===== config.mk =====
export PLATFORM = sky130hd
export DESIGN_NAME = reg32_write_loader
export DESIGN_NICKNAME = d
export VERILOG_FILES = /design/src/rtl/reg32_write_loader.sv
export SDC_FILE = /design/constraint.sdc
export NUM_CORES = 1
export LEC_CHECK = 0
export ABC_AREA = 1
export CAP_MARGIN = 20
export CORE_ASPECT_RATIO = 1.2
export CORE_UTILIZATION = 49
export DETAILED_ROUTE_END_ITERATION = 8
export HOLD_SLACK_MARGIN = 0.12
export PLACE_DENSITY = 0.81
export RECOVER_POWER = 100
export SETUP_SLACK_MARGIN = 0.2
export SYNTH_ARGS = -nofsm -noshare
export SYNTH_HDL_FRONTEND = slang
export SYNTH_SLANG_ARGS = --single-unit

===== constraint.sdc =====
create_clock -name clk -period 2.15 [get_ports clk]
set_clock_uncertainty 0.15 [all_clocks]
set_input_delay 0.5375 -clock clk [delete_from_list [all_inputs] [get_ports clk]]
set_output_delay 0.5375 -clock clk [all_outputs]
set_load 0.005 [all_outputs]

===== src/rtl/reg32_write_loader.sv =====
// Packs a little-endian byte stream into 32-bit words and writes them to consecutive register-file lines.
// The write strobe rises one cycle after the final byte is accepted. Optional parity checking is enabled by LOADER_PARITY_EN.
module reg32_write_loader #(
    parameter int LINES = 16,
    parameter int AW    = 4
) (
    input  logic          clk,
    input  logic          reset,
    input  logic          base_load,
    input  logic [AW-1:0] base_addr,
    input  logic          byte_valid,
    output logic          byte_ready,
    input  logic [7:0]    byte_in,
    input  logic          flush,
`ifdef LOADER_PARITY_EN
    input  logic          byte_par,
    output logic          par_err,
`endif
    output logic          write_en,
    output logic [AW-1:0] write_line,
    output logic [31:0]   data_out,
    output logic          busy,
    output logic          wrap_pulse
);

    typedef enum logic {COLLECT, WRITE} state_t;

    localparam logic [AW-1:0] LAST_LINE = AW'(LINES - 1);

    state_t        state, state_n;
    logic [1:0]    byte_cnt, byte_cnt_n;
    logic [31:0]   word_q, word_n, word_fill;
    logic [AW-1:0] ptr, ptr_n;
    logic          bad_q, bad_n, bad_word;
    logic          drop_q, drop_n;
    logic          write_en_n, wrap_n;
    logic [AW-1:0] line_n;
    logic [31:0]   data_n;
    logic          hs, byte_bad, finish_word;

    assign byte_ready = (state == COLLECT) && !reset && !base_load;
    assign hs         = byte_valid && byte_ready;
    assign busy       = (byte_cnt != 2'd0) || (state == WRITE);

`ifdef LOADER_PARITY_EN
    assign byte_bad = (byte_par != ^byte_in);
    assign par_err  = drop_q;
`else
    assign byte_bad = 1'b0;
`endif

    always_ff @(posedge clk) begin
        if (reset) begin
            state      <= COLLECT;
            byte_cnt   <= 2'd0;
            word_q     <= 32'd0;
            ptr        <= '0;
            bad_q      <= 1'b0;
            drop_q     <= 1'b0;
            write_en   <= 1'b0;
            write_line <= '0;
            data_out   <= 32'd0;
            wrap_pulse <= 1'b0;
        end else begin
            state      <= state_n;
            byte_cnt   <= byte_cnt_n;
            word_q     <= word_n;
            ptr        <= ptr_n;
            bad_q      <= bad_n;
            drop_q     <= drop_n;
            write_en   <= write_en_n;
            write_line <= line_n;
            data_out   <= data_n;
            wrap_pulse <= wrap_n;
        end
    end

    always_comb begin
        state_n    = state;
        byte_cnt_n = byte_cnt;
        word_n     = word_q;
        ptr_n      = ptr;
        bad_n      = bad_q;
        drop_n     = 1'b0;
        write_en_n = 1'b0;
        line_n     = write_line;
        data_n     = data_out;
        wrap_n     = 1'b0;

        // Unfilled lanes stay zero because word_q is cleared at every word boundary.
        word_fill = word_q;
        if (hs) begin
            word_fill[{byte_cnt, 3'b000} +: 8] = byte_in;
        end
        bad_word    = bad_q || (hs && byte_bad);
        finish_word = (hs && (byte_cnt == 2'd3)) || (flush && (hs || (byte_cnt != 2'd0)));

        case (state)
            COLLECT: begin
                if (base_load) begin
                    ptr_n      = base_addr;
                    byte_cnt_n = 2'd0;
                    word_n     = 32'd0;
                    bad_n      = 1'b0;
                end else if (finish_word) begin
                    state_n    = WRITE;
                    byte_cnt_n = 2'd0;
                    word_n     = 32'd0;
                    bad_n      = 1'b0;
                    if (bad_word) begin
                        drop_n = 1'b1;
                    end else begin
                        write_en_n = 1'b1;
                        line_n     = ptr;
                        data_n     = word_fill;
                        wrap_n     = (ptr == LAST_LINE);
                    end
                end else if (hs) begin
                    byte_cnt_n = byte_cnt + 2'd1;
                    word_n     = word_fill;
                    bad_n      = bad_word;
                end
            end
            WRITE: begin
                // A dropped word keeps its line so the next good word lands there.
                state_n = COLLECT;
                if (!drop_q) begin
                    ptr_n = ptr + AW'(1);
                end
            end
            default: state_n = COLLECT;
        endcase
    end

endmodule


==> run_results.csv <==
group,metric,value,unit
detailed_routing,wl_per_cell,13.4,um
placed_design,placed_cell_area,4730,um^2
floorplanning,top_level_ports,57,
placed_design,hpwl,7.07,mm
sta,tightest_slew,0.611,ns
worst_setup_path,start_kind,"register",
grt,grt_max_degree,36,
sta,fin_crit,1.99,ns
synthesis,synth_area_leaders,"dfxtp_1 (40%), nand2_1 (22%), a21oi_1 (8.0%), inv_1 (6.0%), nor2_1 (4.4%)",
placed_design,dp_cells,749,
detailed_routing,viasPerCell,5.24,
worst_setup_path,r2r-start,"byte_cnt[0]",
floorplanning,die-area,8280,um^2
clocking,clk_pin_slew,0.08,ns
outcome,outcome,"finished, final reports clean",
synthesis,avgSynthCellArea,6.49,um^2
synthesis,yosys-top-cells-count,"nand2_1 (232), dfxtp_1 (77), a21oi_1 (62), inv_1 (62), nor2_1 (46)",
sta,fmax,503,MHz
finish,nets,696,
worst_setup_path,critPathLaunch,"byte_cnt[0]",
synthesis,synth_top_cell_by_area,"dfxtp_1",
synthesis,synth-edff-count,0,
worst_setup_path,r2r-end,"word_q[14]",
detailed_routing,drt_pass1_iterations,5,
worst_setup_path,critPathCaptureType,"output pin",
grt,track_usage,25.3,%
clocking,htree_levels,3,
sta,finalHoldViolCount,0,
grt,grt_pass1_wl,17.0,mm
pwr,total_leakage_power,2.24,nW
floorplanning,initial_core_util,50.6,%
finish,n_antenna_cell,0,
synthesis,synthDistinctLibCells,30,
synthesis,syn_area,3880,um^2
finish,layout-area-overhead-vs-synth,28.7,%
grt,grt_pass1_vias,3683,
detailed_routing,via_count,4036,
finish,final_area,4990,um^2
detailed_routing,drc,0,
clocking,clkSinkCount,77,
sta,fin_crit_sh,92.4,%
sta,slew_headroom,59.3,%
pwr,power_density,695,nW/um^2
finish,drive_above_1_share,11.9,%
worst_hold_path,hold_end,"data_out[31]",
grt,grt_overflow,0,
floorplanning,fp.dieW,83.2,um
worst_setup_path,required,1.46,ns
floorplanning,rows,35,
detailed_routing,finalWirelength,10.3,mm
clocking,numCtsBuffers,9,
worst_hold_path,hold_depth,2,
sta,holdWs,0.314,ns
clocking,clock_latency,0.36,ns
clocking,hold_buffers,0,
finish,fin_cells,770,
synthesis,syn-num-nets,621,
synthesis,synthCells,598,
synthesis,ys_warn_count,0,
run,drv_cap,0,
detailed_routing,drt-initial-drc-count,301,
finish,nFillCells,647,
worst_setup_path,arrival,1.30,ns
placed_design,port_buffers,56,
worst_hold_path,min_from,"data_out[31]",
sta,rsz0062_at_grt,"yes",
worst_setup_path,crit_type,"reg2out",
floorplanning,die_h,99.5,um
sta,slew_viol_final,0,
clocking,cts_root_buf,"clkbuf_8",
worst_setup_path,crit_fanout,4,
placed_design,gp_congestion,0.928,
synthesis,ys_ff_latch,77,
synthesis,ys_async_sr_fraction,0,%
worst_setup_path,ff2ff_path_depth,8,
clocking,clockBufferDepth,2,
synthesis,synth_most_common_cell,"nand2_1",
grt,antenna_found_initial,0,
pwr,vdd_drop_max,394,uV
synthesis,synthFlopType,"dfxtp_1",
detailed_routing,detail-route-antenna-nets,0,
clocking,cts_tree,"built",
worst_hold_path,min_path_type,"reg2reg",
floorplanning,fp.coreArea,7660,um^2
synthesis,ys_seq_area_share,39.7,%
sta,setup_viol,0,
synthesis,yosys.area.top_type_share,39.7,%
worst_setup_path,ff2ff_setup_slack,0.27,ns
cells by family (layout without fill, tap and decap cells):
logic type,count (synthesis),in the layout,synth area share (%)
adders and majority gates,6,6,1.93
and+or+nand+nor,333,333,36.2
buffers and inverters,97,177,10.6
xor gates and xnor gates,2,2,0.451
AOI/OAI and AO/OA,83,83,11.0
DFF,77,77,39.7
per-layer routing:
metal	vias up	track usage, %	wire [um]
li1	2023	-	-
met1	1832	31.4	4420
met2	157	42.9	4990
met3	24	3.65	599
met4	0	12.9	266
met5	-	0	0
critical path: stages, from the launching register on:
cell,delay (ns)
dfxtp_2,0.37
inv_4,0.06
ha_4,0.16
nand2_1,0.07
clkdlybuf4s25_1,0.28
sequential cells by signal, indices dropped and copies added (netlist names):
name        count
data_out       32
word_q         32
ptr             4
write_line      4
byte_cnt        2
state           1
wrap_pulse      1
write_en        1
timing repair:
action                     in CTS  in global routing
buffers inserted                3                  2
setup endpoints to repair      73                 70
pin swaps                       2                  1
resized for setup              17                 17
cell type report:
class / instances / area, um^2 / area share [%]
Multi-Input combinational cell: 424 / 1960 / 39.3
Sequential cell: 77 / 1550 / 31.0
Timing Repair Buffer: 96 / 906 / 18.1
Inverter: 65 / 256 / 5.14
Clock buffer: 11 / 141 / 2.83
Tap cell: 92 / 115 / 2.31
Clock inverter: 5 / 60.1 / 1.20
power by group:
part           total, W  switching [W]  internal [W]
clock network   0.00111       0.000539      0.000567
registers       0.00157      0.0000490       0.00152
logic          0.000799       0.000484      0.000315
cells in the final DEF (no fill, tap or decap), drive strengths merged:
master / Yosys / layout
a21oi: 62 / 62
a221oi: 1 / 1
buf: 21 / 37
bufinv: 0 / 1
clkbuf: 11 / 16
clkdlybuf4s25: 0 / 1
clkdlybuf4s50: 0 / 13
clkinvlp: 0 / 4
dfxtp: 77 / 77
dlygate4sd2: 0 / 1
dlygate4sd3: 0 / 38
dlymetal6s2s: 0 / 1
ha: 6 / 6
inv: 64 / 65
nand2: 234 / 234
nand3: 35 / 35
nand4: 14 / 14
nor2: 49 / 49
nor3: 1 / 1
o211ai: 3 / 3
o21ai: 16 / 16
o22ai: 1 / 1
xor2: 2 / 2
worst max path at each step:
stage,end,slack (ns),cells after the start
floorplan,word_q[0],0.20,9
global placement,byte_ready,-0.48,5
detailed placement,byte_ready,-0.58,5
CTS,word_q[3],0.21,10
global route,word_q[28],0.11,10
finish,busy,0.16,4
metrics by stage:
stage / TNS [ns] / power (W) / setup slack (ns) / utilization (%)
2_1_floorplan: 0 / 0.00208 / 0.204 / -
3_3_place_gp: -22.73 / 0.00233 / -0.481 / 61.7
3_5_place_dp: -30.20 / 0.00236 / -0.576 / 61.7
4_1_cts: 0 / 0.00346 / 0.211 / 64.8
5_1_grt: 0 / 0.00364 / 0.111 / 65.2
6_report: 0 / 0.00347 / 0.163 / 65.2
No activity file was read; power rests on OpenSTA's default activity.
